**config.mk**
```make
export PLATFORM = sky130hd
export DESIGN_NAME = lcd_ctrl
export DESIGN_NICKNAME = d
export VERILOG_FILES = /design/src/rtl/lcd_ctrl.sv
export SDC_FILE = /design/constraint.sdc
export NUM_CORES = 1
export LEC_CHECK = 0
export ABC_AREA = 1
export BUFFER_PORTS_ARGS = -buffer_cell sky130_fd_sc_hd__clkbuf_2
export CAP_MARGIN = 10
export CORE_MARGIN = 3
export CORE_UTILIZATION = 30
export DETAILED_ROUTE_END_ITERATION = 8
export PLACE_DENSITY = 0.55
export SETUP_SLACK_MARGIN = 0.1
export SLEW_MARGIN = 20
export SYNTH_ARGS = -nofsm -noshare
export SYNTH_HDL_FRONTEND = slang
export SYNTH_SLANG_ARGS = --single-unit
```
**constraint.sdc**
```tcl
create_clock -name clk_i -period 4.5 [get_ports clk_i]
set_input_delay 1.35 -clock clk_i [delete_from_list [all_inputs] [get_ports clk_i]]
set_output_delay 1.35 -clock clk_i [all_outputs]
set_load 0.05 [all_outputs]
```
**src/rtl/lcd_ctrl.sv**
```systemverilog
// HD44780 bus-cycle engine: turns GO-toggle requests into setup/EN/hold/wait sequences.
// Optional power-on init sequence is built when LCD_INIT_EN is defined.
module lcd_ctrl #(
    parameter int SETUP_CYC     = 3,
    parameter int EN_CYC        = 25,
    parameter int HOLD_CYC      = 3,
    parameter int CMD_WAIT_CYC  = 2500,
    parameter int LONG_WAIT_CYC = 82000,
    parameter int PWR_WAIT_CYC  = 750000
) (
    input  logic        clk_i,
    input  logic        rst_i,
    input  logic [31:0] lcd_word_i,
    output logic        busy_o,
    output logic        init_done_o,
    output logic        overrun_o,
    output logic        lcd_on_o,
    output logic        lcd_blon_o,
    output logic        lcd_rs_o,
    output logic        lcd_rw_o,
    output logic        lcd_en_o,
    output logic [7:0]  lcd_data_o,
    output logic [2:0]  state_o
);

    localparam int M1 = (SETUP_CYC > EN_CYC) ? SETUP_CYC : EN_CYC;
    localparam int M2 = (M1 > HOLD_CYC) ? M1 : HOLD_CYC;
    localparam int M3 = (M2 > CMD_WAIT_CYC) ? M2 : CMD_WAIT_CYC;
    localparam int M4 = (M3 > LONG_WAIT_CYC) ? M3 : LONG_WAIT_CYC;
    localparam int M5 = (M4 > PWR_WAIT_CYC) ? M4 : PWR_WAIT_CYC;
    localparam int CW = $clog2(M5) + 1;

    typedef enum logic [2:0] {
        S_IDLE, S_SETUP, S_EN_HI, S_HOLD, S_WAIT, S_PWR_WAIT, S_INIT_ISSUE
    } state_t;

    state_t          state_q, state_d;
    logic [CW-1:0]   cnt_q, cnt_d;
    logic            go_q, req;
    logic            rs_q, rs_d, long_q, long_d, overrun_q, overrun_d;
    logic [7:0]      data_q, data_d;
    logic            on_q, blon_q;
    logic            unused_word_bits;

    assign unused_word_bits = ^{lcd_word_i[28:10], lcd_word_i[8]};
    assign req = lcd_word_i[30] ^ go_q;

`ifdef LCD_INIT_EN
    logic [2:0] idx_q, idx_d;
    logic       done_q, done_d;

    function automatic logic [7:0] init_cmd(input logic [2:0] i);
        case (i)
            3'd0, 3'd1, 3'd2: init_cmd = 8'h38;
            3'd3:             init_cmd = 8'h0C;
            3'd4:             init_cmd = 8'h01;
            default:          init_cmd = 8'h06;
        endcase
    endfunction

    assign init_done_o = done_q;
`else
    assign init_done_o = 1'b1;
`endif

    // go_q follows the word even in reset so a held toggle never fires afterwards.
    always_ff @(posedge clk_i) begin
        go_q <= lcd_word_i[30];
        if (rst_i) begin
`ifdef LCD_INIT_EN
            state_q <= S_PWR_WAIT;
            cnt_q   <= CW'(PWR_WAIT_CYC - 1);
            idx_q   <= 3'd0;
            done_q  <= 1'b0;
`else
            state_q <= S_IDLE;
            cnt_q   <= '0;
`endif
            rs_q      <= 1'b0;
            data_q    <= 8'h00;
            long_q    <= 1'b0;
            overrun_q <= 1'b0;
            on_q      <= 1'b0;
            blon_q    <= 1'b0;
        end else begin
`ifdef LCD_INIT_EN
            idx_q  <= idx_d;
            done_q <= done_d;
`endif
            state_q   <= state_d;
            cnt_q     <= cnt_d;
            rs_q      <= rs_d;
            data_q    <= data_d;
            long_q    <= long_d;
            overrun_q <= overrun_d;
            on_q      <= lcd_word_i[31];
            blon_q    <= lcd_word_i[29];
        end
    end

    always_comb begin
        state_d   = state_q;
        cnt_d     = cnt_q - 1'b1;
        rs_d      = rs_q;
        data_d    = data_q;
        long_d    = long_q;
        overrun_d = overrun_q | (req && (state_q != S_IDLE));
`ifdef LCD_INIT_EN
        idx_d  = idx_q;
        done_d = done_q;
`endif
        case (state_q)
            S_IDLE: begin
                cnt_d = cnt_q;
                if (req) begin
                    rs_d    = lcd_word_i[9];
                    data_d  = lcd_word_i[7:0];
                    long_d  = !lcd_word_i[9] && (lcd_word_i[7:0] inside {8'h01, 8'h02, 8'h03});
                    state_d = S_SETUP;
                    cnt_d   = CW'(SETUP_CYC - 1);
                end
            end
            S_SETUP: if (cnt_q == '0) begin
                state_d = S_EN_HI;
                cnt_d   = CW'(EN_CYC - 1);
            end
            S_EN_HI: if (cnt_q == '0) begin
                state_d = S_HOLD;
                cnt_d   = CW'(HOLD_CYC - 1);
            end
            S_HOLD: if (cnt_q == '0) begin
                state_d = S_WAIT;
                cnt_d   = long_q ? CW'(LONG_WAIT_CYC - 1) : CW'(CMD_WAIT_CYC - 1);
            end
            S_WAIT: if (cnt_q == '0) begin
`ifdef LCD_INIT_EN
                if (!done_q && idx_q != 3'd5) begin
                    idx_d   = idx_q + 3'd1;
                    state_d = S_INIT_ISSUE;
                end else begin
                    done_d  = 1'b1;
                    state_d = S_IDLE;
                end
`else
                state_d = S_IDLE;
`endif
            end
`ifdef LCD_INIT_EN
            S_PWR_WAIT: if (cnt_q == '0) state_d = S_INIT_ISSUE;
            S_INIT_ISSUE: begin
                rs_d    = 1'b0;
                data_d  = init_cmd(idx_q);
                long_d  = (init_cmd(idx_q) == 8'h01);
                state_d = S_SETUP;
                cnt_d   = CW'(SETUP_CYC - 1);
            end
`endif
            default: state_d = S_IDLE;
        endcase
    end

    assign busy_o     = (state_q != S_IDLE);
    assign lcd_en_o   = (state_q == S_EN_HI);
    assign lcd_rw_o   = 1'b0;
    assign lcd_rs_o   = rs_q;
    assign lcd_data_o = data_q;
    assign overrun_o  = overrun_q;
    assign lcd_on_o   = on_q;
    assign lcd_blon_o = blon_q;
    assign state_o    = state_q;

endmodule
```
; Word level (Yosys, flattened, before mapping)
; Index checks and enable logic that the tools add are counted.
[word_totals]
ff_bits = 38
out_inout_bits = 19
word_cells = 45
[op_classes]
n_addsub = 1
n_eq_ne = 12
n_mux = 12
bitwise_logic = 2
n_reduce_logical = 9
[ops]
columns = operator, n
row1 = $mux 21, 4
row2 = $pmux 21 s4, 1
row3 = $logic_not 21->1, 1
row4 = $sub 21x1->21 const B, 1
row5 = $mux 17, 1
row6 = $eq 8x2->1 const B, 2
row7 = $mux 3, 5
row8 = $pmux 3 s5, 1
row9 = $eq 8x1->1 const B, 1
row10 = $ne 2x2->1 const B, 4
row11 = $eq 3x2->1 const B, 2
row12 = $reduce_bool 3->1, 2
row13 = $reduce_and 5->1, 1
row14 = $eq 3x1->1 const B, 1
row15 = $eq 3x3->1 const B, 1
row16 = $logic_not 3->1, 1
row17 = $logic_and 1x1->1, 2
row18 = $ne 2x1->1 const B, 1
row19 = $reduce_and 2->1, 1
row20 = $logic_not 1->1, 1
row21 = $or 1x1->1, 1
row22 = $xor 1x1->1, 1

; Longest topological paths before layout
; Gate-level depths: netlist (run 1).
[logic_depth]
word_depth = 3
ltp_mapped = 10
mapped_depth_nobuf = 10

; Least setup slack after synthesis (run 1)
; No wires, ideal clock.
[synth_path]
path_kind = reg2out
start = reg state_q[1], in the netlist state_o[1]
end = out lcd_en_o
arrival_ns = 1.575
required_ns = 3.150
setup_slack_ns = 1.575
path_stages_with_launch = 3
path_buffers = 0
path_cell_list = dfxtp_1 -> inv_1 -> nor2_1
[synth_between]
elab_chain_len = 1
[synth_lines]
columns = item, line_no
row1 = from (decl), 37  ; state_t state_q, state_d;
row2 = from (signal assigned), 90  ; state_q <= state_d;
row3 = $eq 3x2->1, 163  ; assign lcd_en_o = (state_q == S_EN_HI);
row4 = to (decl), 21  ; output logic lcd_en_o,
; Every way passes these cells.

; Worst setup path in the final report (run 1)
[layout_path]
start = reg state_q[0], in the netlist state_o[0]
end = out lcd_en_o
; The elaborated chain is that of the path after synthesis.

==> reports/results.ini, run 1 <==
[synth]
synth_cell_type_count = 32
ys.warnings.count = 0
synth_area_mm2 = 0.002044
ys_seq_area_share_pct = 37.21
synth-seq-cells = 38
synth.avg_cell_area_um2 = 6.930
synth_enable_flop_cells = 0
synth_fp_nets = 331
async_reset_ff_share_pct = 0
syn_inst = 295
ys.flop_type = dfxtp_1

[global_routing]
grt_pass1_vias = 1772
gr-total-overflow = 0
grt_start_max_net_pins = 16
gr-usage-all-layers_pct = 12.98
grt_pass1_wl_um = 8038
antenna_found_initial = 0

[detailed_routing]
vias_per_cell = 4.630
wire_per_inst_um = 11.53
antenna_left = 0
vias = 1866
firstDrtPassIters = 4
drt_iter0_markers = 65
drc = 0
totalWireLength_um = 4646

[critical_path]
ff2ff_path_depth = 7
crit_fanout = 6
crit_path_start = state_o[0]$_SDFFE_PP0P_
setup.worst_path.end_class = primary output
crit_required_ns = 3.15
rrSetupSlack_ns = 2.37
r2r_end = cnt_q[15]$_SDFFE_PP0N_
path_class = register to primary output
cp.arrival_ns = 1.35
reg2reg_from = state_o[1]$_SDFFE_PP0P_
start_kind = register

[clocking]
cts_resized = 0
clkTransAtPathRegs_ns = 0.08
cts-hold-fix-buffers = 0
post_cts_buffers = 0
cts_buffers = 5
cts_htree_levels = 2
ctsLongestPathBuffers = 2
cts.sinks = 38
cts_root_buffer = clkbuf_8
clk_latency_ns = 0.30
cts_tree = built

[hold_path]
min_to = lcd_data_o[5]$_SDFFE_PP0P_
hp-start = lcd_data_o[5]$_SDFFE_PP0P_
whs_path_depth = 2
worstHoldPathType = register to register

[floorplanning]
pin_count = 53
row_count = 29
die-area_mm2 = 0.007841
initial_core_util_pct = 31.65
die_w_um = 88.55
core_mm2 = 0.006459
die_y_um = 88.55

[timing]
post-route-min-period_ns = 2.704
fmaxAchievable_mhz = 369.8
hold_violations = 0
hold_ws_ns = 0.4732
clock_skew_ns = 0.008327
max_slew_margin_pct = 53.20
worst_slew_pin_slew_ns = 0.6994
drv_slew = 0
fin_tns_setup_ns = 0
timing.final.crit_share_pct = 60.10
finalSetupViolCount = 0
rsz0062_at_grt = false

[cells_and_area]
drive_gt1_share_pct = 18.10
n_fill_cell = 709
final_core_util_pct = 36.32
antennaDiodeCount = 0
nets = 361
syn_to_final_growth_pct = 14.75

[outcome]
status = finished clean

[placed_design]
hpwlAfterDp_um = 3460
gp_congestion = 0.8218
portBuffers = 30

[flow_run]
cap_viol_max_count = 0

[placed cells by master (no fill, tap or decap)]
master      count
nor2_1         67
nand3_4         1
a21oi_1        15
nor3_1          2
dfxtp_1        38
nor2_2          8
inv_2           1
nor2_4          3
nor3_2          1
inv_1          27
nor3_4          1
nand2_4         2
inv_6           1
clkbuf_2       30
a21boi_0        1
xnor2_1         3
clkbuf_8        6
nand2_2         3
nor4_1          1
clkinvlp_4      1
nand3_1        11
nand3b_1        2
o21ai_4         1
nand2_1        59
nand4_1         4
xor2_1         14
o21ai_0        16
ha_1            2
o21bai_1        1
o2111ai_1       1
conb_1          2
o21ai_1         1
[area by class of cell]
cell class / count / area [um2] / share of cell area (%)
Clock buffer: 6 / 82.58 / 3.520
Clock inverter: 2 / 16.27 / 0.6933
Inverter: 28 / 105.1 / 4.480
Multi-Input combinational cell: 222 / 1135 / 48.37
Sequential cell: 38 / 760.7 / 32.43
Tap cell: 77 / 96.34 / 4.107
Timing Repair Buffer: 30 / 150.1 / 6.400
[worst max path at each step]
stage          slack [ns]                      to
2_1_floorplan        1.58                lcd_en_o
5_1_grt              1.63  cnt_q[12]$_SDFFE_PP0N_
4_1_cts              1.77                lcd_en_o
3_5_place_dp         1.47  cnt_q[15]$_SDFFE_PP0N_
3_3_place_gp         1.48  cnt_q[17]$_SDFFE_PP0N_
6_report             1.80                lcd_en_o
[per-layer routing]
layer	track usage [%]	share of wire, %
met5	0	0
met4	4.945	1.8
met3	2.980	4.7
met2	21.14	45
met1	16.68	48
[Yosys cell counts (2+ instances only)]
master    count  area [um2]
buf_2         2       10.01
nor2_2        8       50.05
nor3_1        2       10.01
nand2_1      59       221.5
nand2_4       2       22.52
nand2_2       3       18.77
buf_4         2       15.01
conb_1        2       7.510
dfxtp_1      38       760.7
nand3_1      11       55.05
xor2_1       14       122.6
o21ai_0      16       80.08
nand4_1       4       25.02
nor2_4        3       33.78
inv_1        27       101.4
clkbuf_1      2       7.510
nor2_1       67       251.5
nand3b_1      2       15.01
xnor2_1       3       26.28
a21oi_1      15       75.07
ha_1          2       25.02
[state kept, by name (all words and copies together), names as in the netlist]
register,count
go_q,1
state_o,3
cnt_q,21
lcd_data_o,8
overrun_o,1
lcd_on_o,1
lcd_blon_o,1
lcd_rs_o,1
long_q,1
[critical path, stage by stage, from the launching register on]
cell      delay [ns]
dfxtp_1         0.37
nor2_2          0.18
inv_1           0.07
nor2_1          0.13
clkbuf_2        0.30
[per-stage QoR]
step | instance area, um2 | setup WS, ns | instances
finish | 2346 | 1.796 | 403
global route | 2346 | 1.634 | 403
CTS | 2346 | 1.772 | 403
detailed placement | 2247 | 1.466 | 395
global placement | 2247 | 1.482 | 395
floorplan | 2044 | 1.575 | 295
[logic make-up after synthesis]
kind of cell / after synthesis / share of synthesized area, %
and+or+nand+nor: 165 / 36.84
AOI/OAI and AO/OA: 36 / 9.792
DFF: 38 / 37.21
other: 2 / 0.3673
buffers and inverters: 35 / 7.283
xor gates and xnor gates: 17 / 7.283
adders and majority gates: 2 / 1.224
Power of run 1 is left out: the tool's default activity adds up to more than one toggle a clock period on the data nets, which glitch-free logic cannot reach.
==> run 2: changes to the inputs <==
Settings changed: ABC_AREA 1 to 0, PLACE_DENSITY 0.55 to 0.57.
Clock period 4.5 ns to 2.4 ns, I/O delays scaled along.
==> reports/results.ini, run 2 <==
[global_routing]
grt_start_max_net_pins = 18
grt_pass1_vias = 1910
grt_pass1_wl_um = 8935
gr-total-overflow = 0
antenna_found_initial = 0
gr-usage-all-layers_pct = 14.70

[timing]
drv_slew = 0
timing.final.crit_share_pct = 103.7
fin_ws_ns = -0.08915
finalSetupViolCount = 4
clock_skew_ns = 0.007359
rsz0062_at_grt = true
hold_ws_ns = 0.4532
hold_violations = 0
post-route-min-period_ns = 2.489
fmaxAchievable_mhz = 401.7
max_slew_margin_pct = 65.05
worst_slew_pin_slew_ns = 0.5195

[synth]
synth_enable_flop_cells = 0
synth_fp_nets = 285
async_reset_ff_share_pct = 0
ys_seq_area_share_pct = 38.46
synth_cell_type_count = 45
synth_area_leaders = dfxtp_1, a21oi_1, nand2_1, nand3_1, nor2_1
synth_top_area_share_pct = 38.46
synth.most_common_cell = dfxtp_1
synth_area_leader_cell = dfxtp_1
synth.avg_cell_area_um2 = 7.944
ys.flop_type = dfxtp_1
yosys-top-cells-count = dfxtp_1, nand2_1, a21oi_1, nor2_1, nand3_1
synth-seq-cells = 38
syn_inst = 249
ys.warnings.count = 0
synth_area_mm2 = 0.001978

[critical_path]
cp_cell_sequence = inv_2 > ha_4 > or4b_4 > or3_4 > or3_4 > or4b_4 > a41oi_2
reg2reg_from = cnt_q[1]$_SDFFE_PP0N_
cp_slowest_cell = or4b_4
crit_path_start = cnt_q[1]$_SDFFE_PP0N_
start_kind = register
max_stage_delay_ns = 0.54
crit_fanout = 3
path_buf_inv = 1
cp.arrival_ns = 2.71
crit_required_ns = 2.62
path_class = register to register
setup.worst_path.end_class = register
critPathTopFamily = simple AND/OR/NAND/NOR gates

[floorplanning]
core_mm2 = 0.006166
row_count = 28
die-area_mm2 = 0.007604
die_w_um = 87.20
initial_core_util_pct = 32.08
pin_count = 53
die_y_um = 87.20

[hold_path]
hp-start = lcd_data_o[3]$_SDFFE_PP0P_
worstHoldPathType = register to register

[clocking]
cts_htree_levels = 2
cts_buffers = 5
cts_tree = built
cts-hold-fix-buffers = 0
ctsLongestPathBuffers = 2
clk_latency_ns = 0.29
clkTransAtPathRegs_ns = 0.08
cts_root_buffer = clkbuf_8
cts.sinks = 38

[cells_and_area]
nets = 341
n_fill_cell = 626
syn_to_final_growth_pct = 31.69
top_register = cnt_q
final_cell_mix = dfxtp_1, buf_4, clkbuf_2, nand2_1, a21oi_1
drive_gt1_share_pct = 31.05
antennaDiodeCount = 0
final_cells = 381
layout_commonest_cell = dfxtp_1
final_core_util_pct = 42.25
largest_reg_flops = 21

[placed_design]
dp_cells = 372
portBuffers = 30
hpwlAfterDp_um = 3930
gp_congestion = 0.8011
pre_cts_ws_ns = -0.1234

[detailed_routing]
totalWireLength_um = 5349
drc = 0
vias = 2011
firstDrtPassIters = 4
antenna_left = 0
wire_per_inst_um = 14.04
vias_per_cell = 5.278
drt_iter0_markers = 96

[flow_run]
cap_viol_max_count = 0

[outcome]
violations = setup timing
status = complete, but fails checks

run 2: layout make-up:
class	count	area, um2	area share (%)
clock buffer	7	86.33	3.314
inverter	6	22.52	0.8646
multi-input combinational	187	1195	45.87
timing repair buffer	67	440.4	16.91
clock inverter	1	5.005	0.1921
sequential	38	762.0	29.25
tap	75	93.84	3.602
run 2: metal layers:
| layer | share of wire, % | global-route usage (%) | vias up | wire length, um |
|---|---|---|---|---|
| met3 | 3.0 | 3.690 | 6 | 160 |
| met4 | 1.2 | 3.766 | 0 | 64 |
| met1 | 50 | 21.14 | 939 | 2674 |
| met2 | 46 | 21.88 | 32 | 2449 |
| met5 | 0 | 0 | - | 0 |
| li1 | - | - | 1034 | - |
run 2: worst paths after layout:
kind                                                    to  slack, ns  cells after the start
worst max-delay path                cnt_q[11]$_SDFFE_PP0N_      -0.09                      7
worst min register to register  lcd_data_o[3]$_SDFFE_PP0P_       0.45                      2
worst max register to register      cnt_q[11]$_SDFFE_PP0N_      -0.09                      7
worst min-delay path            lcd_data_o[3]$_SDFFE_PP0P_       0.45                      2
run 2: worst min-delay path: cells and delay by family, from the launching register on:
family             cells  cell delay, ns
DFF                    1            0.31
AOI/OAI and AO/OA      1            0.05
and+or+nand+nor        1            0.05
run 2: metrics by stage:
| step | area [um2] | setup TNS [ns] |
|---|---|---|
| after global placement | 2460 | -0.3471 |
| after floorplan | 2011 | -0.2306 |
| after CTS | 2587 | -0.2857 |
| final | 2605 | -0.3184 |
| after global routing | 2605 | -0.4896 |
| after detailed placement | 2460 | -0.3482 |
run 2: timing repair:
item	4_1_cts	5_1_grt
pin swaps	0	1
setup endpoints to repair	6	17
hold endpoints to repair	0	0
resized for setup	6	3
buffers inserted	1	0
run 2: logic make-up (layout without fill, tap and decap cells):
group / after synthesis / count (layout) / share of synthesized area (%)
flip-flops: 38 / 38 / 38.46
AO/OA/AOI/OAI: 62 / 62 / 21.06
XOR/XNOR: 10 / 10 / 4.427
buffers and inverters: 24 / 81 / 5.059
adder cells (fa/ha/maj): 2 / 2 / 1.265
AND/OR/NAND/NOR: 111 / 111 / 29.35
other: 2 / 2 / 0.3796
Power of run 2 is left out for the same reason.
